**src/rtl/led_bank_if.sv**
```systemverilog
// LED bank bus: requester side (req/req_data) and the arbitrated result.
interface led_bank_if #(
    parameter int NREQ = 4
);
    logic [NREQ-1:0]   req;
    logic [8*NREQ-1:0] req_data;
    logic [NREQ-1:0]   grant;
    logic              busy;
    logic [7:0]        led_output;

    modport master (output req, req_data, input grant, busy, led_output);
    modport slave  (input req, req_data, output grant, busy, led_output);
endinterface

```
**src/rtl/led_bank_arbiter.sv**
```systemverilog
// Round-robin owner of the 8-bit LED bank with a minimum dwell per owner.
// With no owner the bank shows an 8-bit Galois LFSR stepped by a prescaler.
module led_bank_arbiter #(
    parameter int NREQ    = 4,
    parameter int DWELL_W = 16,
    parameter int DIV_W   = 8
) (
    input  logic               aclk,
    input  logic               aresetn,
    led_bank_if.slave          bus,
    input  logic [DWELL_W-1:0] dwell_cycles,
    input  logic [DIV_W-1:0]   idle_div
);
    localparam int PW = (NREQ > 1) ? $clog2(NREQ) : 1;
    localparam int unsigned NR = NREQ;

    typedef enum logic {ST_IDLE, ST_OWN} state_t;

    state_t             state;
    logic [NREQ-1:0]    grant_q;
    logic               busy_q;
    logic [7:0]         led_q;
    logic [7:0]         lfsr;
    logic [DIV_W-1:0]   prescaler;
    logic [PW-1:0]      rr_ptr;
    logic [DWELL_W-1:0] dwell_cnt;

    logic [PW-1:0]      win;
    logic [PW-1:0]      rr_next;
    logic [NREQ-1:0]    win_onehot;
    logic [7:0]         data_win;
    logic [7:0]         data_own;
    logic [7:0]         lfsr_next;
    logic               own_req;
    logic               others;

    assign bus.grant      = grant_q;
    assign bus.busy       = busy_q;
    assign bus.led_output = led_q;

    // Round-robin winner: first requester at or after rr_ptr, wrapping
    always_comb begin
        logic        found;
        int unsigned idx;
        win   = '0;
        found = 1'b0;
        idx   = 0;
        for (int unsigned k = 0; k < NR; k++) begin
            idx = 32'(rr_ptr) + k;
            if (idx >= NR) idx = idx - NR;
            if (!found && bus.req[PW'(idx)]) begin
                found = 1'b1;
                win   = PW'(idx);
            end
        end
    end

    // Data lanes of the winner and of the current owner
    always_comb begin
        data_win = '0;
        data_own = '0;
        for (int unsigned i = 0; i < NR; i++) begin
            if (win == PW'(i)) data_win = bus.req_data[8*i +: 8];
            if (grant_q[i])    data_own = bus.req_data[8*i +: 8];
        end
    end

    // Derived arbitration terms and next LFSR value (lock-up reloads all ones)
    always_comb begin
        rr_next    = (win == PW'(NREQ-1)) ? '0 : win + 1'b1;
        win_onehot = NREQ'(1'b1) << win;
        own_req    = |(bus.req & grant_q);
        others     = |(bus.req & ~grant_q);
        if (lfsr == 8'h00)
            lfsr_next = 8'hFF;
        else
            lfsr_next = {lfsr[6], lfsr[5]^lfsr[7], lfsr[4]^lfsr[7], lfsr[3]^lfsr[7],
                         lfsr[2], lfsr[1], lfsr[0], lfsr[7]};
    end

    // Ownership FSM with registered grant/busy/led outputs
    always_ff @(posedge aclk or negedge aresetn) begin
        if (!aresetn) begin
            state     <= ST_IDLE;
            grant_q   <= '0;
            busy_q    <= 1'b0;
            led_q     <= 8'h00;
            lfsr      <= 8'hFF;
            prescaler <= '0;
            rr_ptr    <= '0;
            dwell_cnt <= '0;
        end else begin
            case (state)
                ST_IDLE: begin
                    if (|bus.req) begin
                        state     <= ST_OWN;
                        grant_q   <= win_onehot;
                        busy_q    <= 1'b1;
                        dwell_cnt <= dwell_cycles;
                        led_q     <= data_win;
                        rr_ptr    <= rr_next;
                    end else begin
                        led_q <= lfsr;
                        if (prescaler == idle_div) begin
                            prescaler <= '0;
                            lfsr      <= lfsr_next;
                        end else begin
                            prescaler <= prescaler + 1'b1;
                        end
                    end
                end
                ST_OWN: begin
                    if (!own_req && !others) begin
                        state     <= ST_IDLE;
                        grant_q   <= '0;
                        busy_q    <= 1'b0;
                        prescaler <= '0;
                        led_q     <= lfsr;
                    end else if (others && (!own_req || dwell_cnt == '0)) begin
                        // Handover and preemption share one path: the scan
                        // starts past the owner, so the winner is never it.
                        grant_q   <= win_onehot;
                        dwell_cnt <= dwell_cycles;
                        led_q     <= data_win;
                        rr_ptr    <= rr_next;
                    end else begin
                        led_q <= data_own;
                        if (dwell_cnt != '0) dwell_cnt <= dwell_cnt - 1'b1;
                    end
                end
                default: state <= ST_IDLE;
            endcase
        end
    end
endmodule

```
**src/flat_wrapper.sv**
```systemverilog
// flat-port wrapper written by rule: the top's interface ports become plain ports
module led_bank_arbiter_flat 
#(
    parameter int NREQ    = 4,
    parameter int DWELL_W = 16,
    parameter int DIV_W   = 8
)
  (aclk, aresetn, dwell_cycles, idle_div, bus_req, bus_req_data, bus_grant, bus_busy, bus_led_output);
  led_bank_if #(.NREQ(NREQ)) bus_i ();
  input  logic aclk;
  input  logic aresetn;
  input  logic [DWELL_W-1:0] dwell_cycles;
  input  logic [DIV_W-1:0] idle_div;
  input wire logic [$bits(bus_i.req)-1:0] bus_req;
  input wire logic [$bits(bus_i.req_data)-1:0] bus_req_data;
  output wire logic [$bits(bus_i.grant)-1:0] bus_grant;
  output wire logic [$bits(bus_i.busy)-1:0] bus_busy;
  output wire logic [$bits(bus_i.led_output)-1:0] bus_led_output;
  assign bus_i.req = bus_req;
  assign bus_i.req_data = bus_req_data;
  assign bus_grant = bus_i.grant;
  assign bus_busy = bus_i.busy;
  assign bus_led_output = bus_i.led_output;
  led_bank_arbiter #(.NREQ(NREQ), .DWELL_W(DWELL_W), .DIV_W(DIV_W)) u_core (.aclk(aclk), .aresetn(aresetn), .bus(bus_i), .dwell_cycles(dwell_cycles), .idle_div(idle_div));
endmodule
```
**config.mk**
```make
export PLATFORM = sky130hd
export DESIGN_NAME = led_bank_arbiter_flat
export DESIGN_NICKNAME = d
export VERILOG_FILES = /design/src/rtl/led_bank_if.sv /design/src/rtl/led_bank_arbiter.sv /design/src/flat_wrapper.sv
export SDC_FILE = /design/constraint.sdc
export NUM_CORES = 1
export LEC_CHECK = 0
export ABC_AREA = 1
export BUFFER_PORTS_ARGS = -buffer_cell sky130_fd_sc_hd__buf_4
export CORE_UTILIZATION = 55
export CTS_BUF_LIST = sky130_fd_sc_hd__clkbuf_8
export DETAILED_ROUTE_END_ITERATION = 8
export PLACE_DENSITY = 0.86
export SLEW_MARGIN = 10
export SYNTH_ARGS = -nofsm -noshare
export SYNTH_HDL_FRONTEND = slang
export SYNTH_SLANG_ARGS = --single-unit
```
**constraint.sdc**
```tcl
create_clock -name aclk -period 2.9 [get_ports aclk]
set_input_delay 0.435 -clock aclk [delete_from_list [all_inputs] [get_ports aclk]]
set_output_delay 0.435 -clock aclk [all_outputs]
set_load 0.05 [all_outputs]
```
==> results.md, run 1 <==
Outcome:
- The flow ran to the end, but the final reports show violations.
- The final reports fail on design-rule violations.

Worst setup path:
- On the worst path, the slowest cell contributes a delay of 0.53 ns.
- The cell type of the slowest stage on the worst timing path is sky130_fd_sc_hd__ha_1.
- At the worst endpoint, the arrival time is 2.78 ns.
- STA classifies the critical path startpoint as a flip-flop.
- The critical path start-end classification is flip-flop to flip-flop.
- The critical path capture point is u_core.bus.led_output[7]$_DFF_PN0_.
- The endpoint identified for the worst register-to-register timing path is u_core.bus.led_output[7]$_DFF_PN0_.
- The reg-to-reg setup timing slack is 0.36 ns.
- The category of the worst setup path capture point is a flip-flop.
- In this run the critical register-to-register path is launched from u_core.rr_ptr[0]$_DFFE_PN0P_.
- The critical path goes through inv_1 -> nand2_1 -> nand2_1 -> nand2_1 -> nand2_1 -> o21ai_0 -> nand2_1 -> nand2_1 -> nor2_1 -> inv_1 -> ha_1 -> a21oi_1 -> a22oi_1 -> nor2_1 -> nor2_1.
- Among the stages of the critical path, the cell type that occurs most often is sky130_fd_sc_hd__nand2_1.
- The critical path starts at u_core.rr_ptr[0]$_DFFE_PN0P_.
- The peak fanout along the critical path is 17.
- The worst register-to-register path has a depth of 15.
- For the worst setup path, the data required time is 3.14 ns.

Power and ir drop:
- The leakage power summed over all cells is 0.00228 uW.
- The worst IR drop on VDD is 0.796 mV.
- The clock share of power is 0.098.
- In this run the power spent charging and discharging nets is 2230 uW.
- The share of total power in combinational logic is 0.630.
- Of the total power, the share spent switching nets is 0.523.
- Dividing total power by cell area gives a power density of 966 nW/um^2.
- Of the total power, registers draw 0.272.
- The internal portion of the total power is 2040 uW.

Placed design:
- The count of buffers from port buffering is 74.
- The final estimated routing congestion in global placement is 0.934.
- The minimum setup slack after placement is 0.328 ns.
- In this run, placement finished with an instance count of 723.
- The final HPWL from detailed placement is 7130 um.
- Once placement finished, the instance area stood at 4330 sq um.

Flow run:
- Max-cap violations in this run came to 0.

Synth:
- The area fraction in and, or, nand and nor cells after synthesis is 0.428.
- The complex-gate fraction of the synthesized area came to 0.107.
- The number of library cell types mapped by synthesis is 35.
- The most common cell in the synthesized netlist is sky130_fd_sc_hd__nand2_1.
- The most used flip-flop cell after synthesis is sky130_fd_sc_hd__dfrtp_1.
- Sorting the synthesized cells by how often they occur yields sky130_fd_sc_hd__nand2_1, sky130_fd_sc_hd__nor2_1, sky130_fd_sc_hd__inv_1, sky130_fd_sc_hd__dfrtp_1, sky130_fd_sc_hd__nand3_1.
- The sequential area share after synthesis is 0.321.
- The post-synthesis cell type with the largest combined area is sky130_fd_sc_hd__dfrtp_1.
- The number of warnings issued by yosys is 0.
- The synthesized area divided by synthesized cell count is 6.40 sq um.
- The share of async-settable or async-resettable flops after synthesis is 1.00.
- Of the post-synthesis cell area, the dominant cell type holds 0.265.
- After synthesis the netlist holds a flip-flop and latch count of 48.
- The post-synthesis instance area is 3770 sq um.
- Measured against the total synthesized area, the mux share comes to 0.
- Of the total synthesized cell area, the portion taken by XOR and XNOR cells is 0.0278.
- Yosys attributes the largest share of cell area to sky130_fd_sc_hd__dfrtp_1, sky130_fd_sc_hd__nand2_1, sky130_fd_sc_hd__nor2_1.
- The post-synthesis instance total is 590.
- The dominant combinational cell family by area after synthesis is simple AND/OR/NAND/NOR gates.
- Of the total synthesized cell area, the portion taken by full adders, half adders and majority gates is 0.0232.
- Yosys mapped a number of flops with a built-in enable equal to 0.
- When the netlist entered floorplanning its net count stood at 659.

Timing:
- Once routing completed, OpenROAD measured the worst setup slack at 0.356 ns.
- For the pin with the worst max-slew slack, the measured transition is 0.645 ns.
- In the final timing run, aggregate negative setup slack is 0 ns.
- The share of the clock period used by the worst path is 0.877.
- Across the routed clock network, the largest skew measured is 0.0119 ns.
- The headroom to the max-slew limit is 0.570.
- After layout, the minimum clock period comes to 2.54 ns.
- Setup repair after global routing left no endpoint under its margin.
- The top achievable clock speed is 393 MHz.
- The max-slew violation total from the final report is 0.
- The number of endpoints with negative hold slack in the final report is 0.
- The setup violation total in the final timing report is 0.

Layout:
- For this run, the share of the core covered by cells in the final layout is 0.681.
- The net count of the finished layout is 722.
- The final standard cell area without fillers is 4420 sq um.
- The total of fill cells in the finished design is 569.
- The signed area change from the synthesized netlist to the final layout is 17.1%.
- For this run, the number of standard cells in the final layout without fillers is 731.
- The number of inserted diodes is 0.
- The share of layout cells above drive strength 1 is 0.180.

Die:
- The total die area is 7200 sq um.
- The initial utilization of the core area, before any placement, comes to 0.581.
- The chip height is 84.8 um.
- The die extent in x is 84.8 um.
- The number of top-level pins is 75.
- The area of the core is 6490 sq um.
- Row generation in the floorplan step produced 29 rows.

Drt:
- The violation count after the first detailed-route iteration is 298.
- In the routed design, unresolved DRC markers number 6.
- Summed over all nets, wire length on met3 after detailed routing comes to 488 um.
- The overall via count from detail_route is 3940.
- The detailed router put a total of 4040 um of wire on met1.
- Summed over all layers, the routed wires come to 9300 um.
- The count of nets left with antenna violations once routing finished came out at 0.
- After detailed routing, the average wire length per cell comes to 12.7 um.
- Dividing the detail-routed via count by the number of cells gives 5.39.
- The routed length on met2 is 4660 um.
- The highest routed metal layer is met4.
- The number of iterations in the first detailed-routing pass is 8.

Clocking:
- After clock tree synthesis, the clock-pin slew on the worst setup and hold paths is 0.09 ns.
- The longest clock path from root to sink contains 2 buffers.
- The clock latency on the worst-skew pair is 0.31 ns.
- In this run the clock root is driven by a sky130_fd_sc_hd__clkbuf_8.
- The TritonCTS clock tree is done.
- The number of clock buffers inserted by TritonCTS is 5.
- The hold-fix buffer count after cts is 0.
- The H-tree depth is 2.
- The clock net in this run drives a total of 48 sinks.

GRT:
- The global-route usage over all layers is 0.277.
- The leftover overflow at the end of global routing is 0.
- Entering global routing, the biggest net connects 49 pins.
- The number of antenna violations at the first check in global routing came to 0.
- The number of global-route vias before repair came to 3718.
- The first global-routing pass estimated 16300 um of wire.

Hold path:
- The worst hold path belongs to the class input pin to asynchronous set/reset pin.
-- per-stage QoR --
| stage | hold WS, ns | power [uW] |
|---|---|---|
| floorplan | 0.139 | 3200 |
| global placement | 0.472 | 3740 |
| detailed placement | 0.477 | 3830 |
| CTS | 0.157 | 4250 |
| global route | 0.174 | 4670 |
| finish | 0.136 | 4270 |
-- sequential cells by signal, summed over array words and instances, names as in the netlist --
| register | flops |
|---|---|
| u_core.state | 1 |
| u_core.prescaler | 8 |
| u_core.rr_ptr | 2 |
| u_core.bus.busy | 1 |
| u_core.dwell_cnt | 16 |
| u_core.bus.grant | 4 |
| u_core.lfsr | 8 |
| u_core.bus.led_output | 8 |
-- layout by cell type (no fill, tap or decap) --
| master | count |
|---|---|
| sky130_fd_sc_hd__nand2_1 | 229 |
| sky130_fd_sc_hd__nand2_2 | 3 |
| sky130_fd_sc_hd__xnor2_1 | 2 |
| sky130_fd_sc_hd__o22ai_1 | 8 |
| sky130_fd_sc_hd__nand3_2 | 1 |
| sky130_fd_sc_hd__nand2_4 | 2 |
| sky130_fd_sc_hd__a21boi_0 | 1 |
| sky130_fd_sc_hd__ha_1 | 7 |
| sky130_fd_sc_hd__or2_2 | 1 |
| sky130_fd_sc_hd__buf_4 | 75 |
| sky130_fd_sc_hd__nand3_1 | 31 |
| sky130_fd_sc_hd__nor2_1 | 64 |
| sky130_fd_sc_hd__a21oi_1 | 25 |
| sky130_fd_sc_hd__a22oi_1 | 8 |
| sky130_fd_sc_hd__dfstp_2 | 8 |
| sky130_fd_sc_hd__inv_4 | 1 |
| sky130_fd_sc_hd__nor2_8 | 2 |
| sky130_fd_sc_hd__clkinvlp_4 | 1 |
| sky130_fd_sc_hd__o21ai_1 | 18 |
| sky130_fd_sc_hd__xor2_1 | 10 |
| sky130_fd_sc_hd__nor3_1 | 4 |
| sky130_fd_sc_hd__inv_2 | 6 |
| sky130_fd_sc_hd__inv_1 | 59 |
| sky130_fd_sc_hd__nand3b_1 | 7 |
| sky130_fd_sc_hd__clkbuf_8 | 6 |
| sky130_fd_sc_hd__nor2_4 | 3 |
| sky130_fd_sc_hd__nor2_2 | 6 |
| sky130_fd_sc_hd__nand4_4 | 2 |
| sky130_fd_sc_hd__nand4_1 | 11 |
| sky130_fd_sc_hd__o21ai_0 | 11 |
| sky130_fd_sc_hd__o21ai_4 | 1 |
| sky130_fd_sc_hd__dfrtp_1 | 40 |
| sky130_fd_sc_hd__and2_1 | 1 |
-- worst min-delay path by stage --
stage	start	to	slack [ns]	depth (start not counted)
after floorplan	aresetn	u_core.bus.busy$_DFFE_PN0P_	0.14	0
after global placement	u_core.lfsr[0]$_DFFE_PN1P_	u_core.lfsr[0]$_DFFE_PN1P_	0.47	2
after detailed placement	u_core.lfsr[1]$_DFFE_PN1P_	u_core.lfsr[1]$_DFFE_PN1P_	0.48	2
after CTS	aresetn	u_core.dwell_cnt[5]$_DFFE_PN0P_	0.16	1
after global routing	aresetn	u_core.dwell_cnt[7]$_DFFE_PN0P_	0.17	1
final	aresetn	u_core.rr_ptr[0]$_DFFE_PN0P_	0.14	1
-- area by class of cell --
cell class              instances  area [sq um]  share of cell area
inverters                      65           246              0.0557
clock buffers                   6          82.6              0.0187
repair buffers                 75           563               0.127
clock inverters                 2          11.3             0.00255
well taps                      77          96.3              0.0218
flip-flops and latches         48          1210               0.274
multi-input cells             458          2210               0.500
-- cells by family (layout without fill, tap and decap cells) --
logic type | after synthesis | after routing
and+or+nand+nor | 367 | 367
buffers and inverters | 84 | 148
AOI/OAI and AO/OA | 72 | 72
DFF | 48 | 48
xor gates and xnor gates | 12 | 12
adders and majority gates | 7 | 7
-- worst max-delay path, delay by kind of cell, from the launching register on --
family | cells | cell delay (ns)
simple gates | 9 | 0.69
fa+ha+maj | 1 | 0.53
flops | 1 | 0.52
compound gates | 3 | 0.48
buf+inv | 2 | 0.27
-- what timing repair did --
| action | CTS | global route |
|---|---|---|
| endpoints found under the setup margin | 0 | 6 |
| gates resized for setup | 0 | 1 |
| hold endpoints to repair | 0 | 0 |
| setup buffers | 0 | 0 |
-- power by group through the flow --
stage	clock network, uW	registers (uW)	logic, uW
final	417	1160	2690
after CTS	424	1150	2680
after detailed placement	0	1160	2670
after floorplan	0	1340	1860
after global routing	448	1190	3030
after global placement	0	1160	2580
-- routing by layer --
layer  GRT usage  up-vias
met2       0.499      106
met4      0.0755        0
met3      0.0418       11
met5           0        -
li1            -     1987
met1       0.347     1836
No activity file was read; power rests on OpenSTA's default activity.
==> inputs of run 2 (changes only) <==
clock period = 3.22 ns   (was 2.9 ns; I/O delays follow)
==> results.md, run 2 (same netlist as run 1, synthesis figures left out) <==
Outcome:
- The flow ran to the end, but the final reports show violations.
- The final reports fail on design-rule violations.

GRT:
- The pin count of the biggest net entering global routing was 49 (unchanged).
- The number of antenna violations at the first check in global routing was 0 (unchanged).
- The global-route usage over all layers came to 0.275 (-0.00176).
- The number of global-route vias before repair is 3753 (+0.94%).
- The leftover overflow at the end of global routing was 0 (unchanged).
- The global-route wire length before repair is 16200 um (-0.64%).

Layout:
- The non-filler instance count after layout is 730 (-0.14%).
- The number of inserted diodes is 0 (unchanged).
- Leaving out fill and tap cells, the most frequent cells in the layout are sky130_fd_sc_hd__nand2_1, sky130_fd_sc_hd__buf_4, sky130_fd_sc_hd__nor2_1.
- The commonest non-fill, non-tap cell in the layout is sky130_fd_sc_hd__nand2_1.
- The post-layout utilization of the core is 0.679 (-0.00135).
- The signed area change from the synthesized netlist to the final layout is 16.9%.
- The flip-flop count of the largest register after layout is 16 (unchanged).
- The share of layout cells above drive strength 1 is 0.179 (-0.00126).
- More flip-flops sit in one register than any other, and that register is u_core.dwell_cnt.
- The final net count is 721 (-0.14%).

Clocking:
- The H-tree depth is 2 (unchanged).
- The clock root buffer master is sky130_fd_sc_hd__clkbuf_8.
- The clock latency on the worst-skew pair was 0.31 ns (about the same).
- The TritonCTS clock tree is done.
- The number of clock buffers inserted by TritonCTS is 5 (unchanged).
- The number of clock sinks came to 48 (unchanged).
- The number of gates resized after cts is 0 (unchanged).
- The number of setup buffers added after CTS came to 0 (unchanged).
- The number of buffers between clock root and the deepest sink is 2 (unchanged).
- The hold-fix buffer count after cts came to 0 (unchanged).
- The clock slew seen by the registers of the worst setup and hold paths is 0.09 ns (about the same).

Timing:
- The number of endpoints with negative hold slack in the final report is 0 (unchanged).
- The worst clock skew came to 0.0137 ns (+0.00184 ns).
- The measured slew at the worst slew-check pin is 0.677 ns (+0.0318 ns).
- The top achievable clock speed was 367 MHz (-6.7%).
- The max-slew violation total from the final report is 0 (unchanged).
- The headroom to the max-slew limit came to 0.549 (-0.0212).
- The total negative setup slack is 0 ns (unchanged).
- Setup repair after global routing left no endpoint under its margin.
- The minimum clock period after layout is 2.73 ns (+0.183 ns).
- The setup violation total in the final timing report is 0 (unchanged).
- The share of the clock period used by the worst path came to 0.847 (-0.0303).

Worst setup path:
- The number of cells on the worst reg-to-reg path is 16 (+1).
- STA classifies the critical path endpoint as a flip-flop.
- The critical path launch point type is a flip-flop.
- The startpoint of the most critical register-to-register path is u_core.rr_ptr[0]$_DFFE_PN0P_.
- The required arrival time at the worst endpoint is 3.42 ns (+0.28 ns).
- The critical path start-end classification is flip-flop to flip-flop.
- The worst register-to-register path ends at u_core.bus.led_output[7]$_DFF_PN0_.
- The endpoint arrival time on the critical path came to 2.93 ns (+0.15 ns).
- The peak fanout along the critical path is 10 (-7).
- The reg-to-reg setup timing slack came to 0.49 ns (+0.14 ns).

Power and ir drop:
- The worst IR drop on VDD came to 0.577 mV (-28%).
- The power per cell area came to 867 nW/um^2 (-10%).
- The total design power came to 3830 uW (-10%).
- The leakage power summed over all cells was 0.00228 uW (-0.11%).

Drt:
- The routed metal-1 wire length is 4030 um (-0.12%).
- The ratio of routed vias to standard cells is 5.44 (+0.98%).
- The sum of met3 wire segment lengths after detailed routing is 613 um (+26%).
- Routed signal wires occupy layers up through met4.
- The DRC violation count after routing is 6 (unchanged).
- The remaining antenna violation count was 0 (unchanged).
- The overall via count from detail_route was 3973 (+0.84%).
- The violation count after the first detailed-route iteration is 231 (-22%).
- The routed length on met2 came to 4680 um (+0.30%).
- The total wirelength of the detailed-routed design is 9520 um (+2.5%).
- The number of iterations in the first detailed-routing pass came to 8 (unchanged).
- The wire length per cell after detailed routing is 13.0 um (+2.6%).

Placed design:
- The cell count after placement was 722 (-0.14%).
- The count of buffers from port buffering is 74 (unchanged).
- The final HPWL from detailed placement was 7030 um (-1.4%).
- The final estimated routing congestion in global placement is 0.931 (-0.35%).

Die:
- The starting utilization of the core area is 0.581 (unchanged).
- The number of top-level pins is 75 (unchanged).
- The die extent in x is 84.8 um (unchanged).
- The area of the core is 6490 sq um (unchanged).
- The total die area is 7200 sq um (unchanged).
- The chip height is 84.8 um (unchanged).
- The standard-cell row count is 29 (unchanged).

Hold path:
- The tightest min-delay check is of the input pin to asynchronous set/reset pin type.

Flow run:
- The count of max-cap constraint violations is 0 (unchanged).
## run 2: per-layer routing
layer | vias up | GRT usage
li1 | 1981 | -
met2 | 137 | 0.481
met3 | 27 | 0.0447
met1 | 1828 | 0.347
met5 | - | 0
met4 | 0 | 0.0940
## run 2: how the worst max path moves through the flow
| stage | start | endpoint | slack, ns | depth (start not counted) |
|---|---|---|---|---|
| 3_3_place_gp | bus_req[3] | u_core.bus.led_output[5]$_DFF_PN0_ | 0.70 | 17 |
| 3_5_place_dp | bus_req[3] | u_core.bus.led_output[7]$_DFF_PN0_ | 0.54 | 17 |
| 5_1_grt | u_core.rr_ptr[0]$_DFFE_PN0P_ | u_core.bus.led_output[1]$_DFF_PN0_ | 0.19 | 17 |
| 6_report | u_core.rr_ptr[0]$_DFFE_PN0P_ | u_core.bus.led_output[7]$_DFF_PN0_ | 0.49 | 16 |
| 4_1_cts | u_core.rr_ptr[0]$_DFFE_PN0P_ | u_core.bus.led_output[7]$_DFF_PN0_ | 0.58 | 17 |
| 2_1_floorplan | u_core.rr_ptr[0]$_DFFE_PN0P_ | u_core.bus.led_output[6]$_DFF_PN0_ | 0.90 | 16 |
## run 2: where the power goes
group | total [uW] | internal, uW | switching [uW]
Sequential | 1050 | 813 | 233
Clock | 378 | 172 | 206
Combinational | 2400 | 834 | 1570
## run 2: layout make-up
class                      instances  area, sq um
multi-input combinational        458         2210
clock buffer                       6         82.6
inverter                          65          246
fill                             591         2080
timing repair buffer              74          556
sequential                        48         1210
clock inverter                     2         10.0
tap                               77         96.3
## run 2: critical path, stage by stage (launching register included)
cell and delay, ns:
sky130_fd_sc_hd__dfrtp_1 0.53, sky130_fd_sc_hd__inv_1 0.20, sky130_fd_sc_hd__nand2_1 0.10, sky130_fd_sc_hd__nand2_1 0.08, sky130_fd_sc_hd__nand2_1 0.09, sky130_fd_sc_hd__nand2_1 0.11
sky130_fd_sc_hd__o21ai_0 0.19, sky130_fd_sc_hd__nand2_1 0.08, sky130_fd_sc_hd__nand2_1 0.07, sky130_fd_sc_hd__nor2_1 0.07, sky130_fd_sc_hd__inv_1 0.08, sky130_fd_sc_hd__ha_1 0.41
sky130_fd_sc_hd__inv_1 0.24, sky130_fd_sc_hd__nand2_1 0.12, sky130_fd_sc_hd__a22oi_1 0.07, sky130_fd_sc_hd__nor2_1 0.15, sky130_fd_sc_hd__nor2_1 0.05
## run 2: stage by stage
step                      worst slack, ns  cell area [sq um]  hold slack (ns)
after floorplan                     0.898               3770            0.187
after global placement              0.699               4320            0.471
after detailed placement            0.540               4320            0.480
after CTS                           0.584               4410            0.200
after global routing                0.194               4410            0.220
final                               0.493               4410            0.181
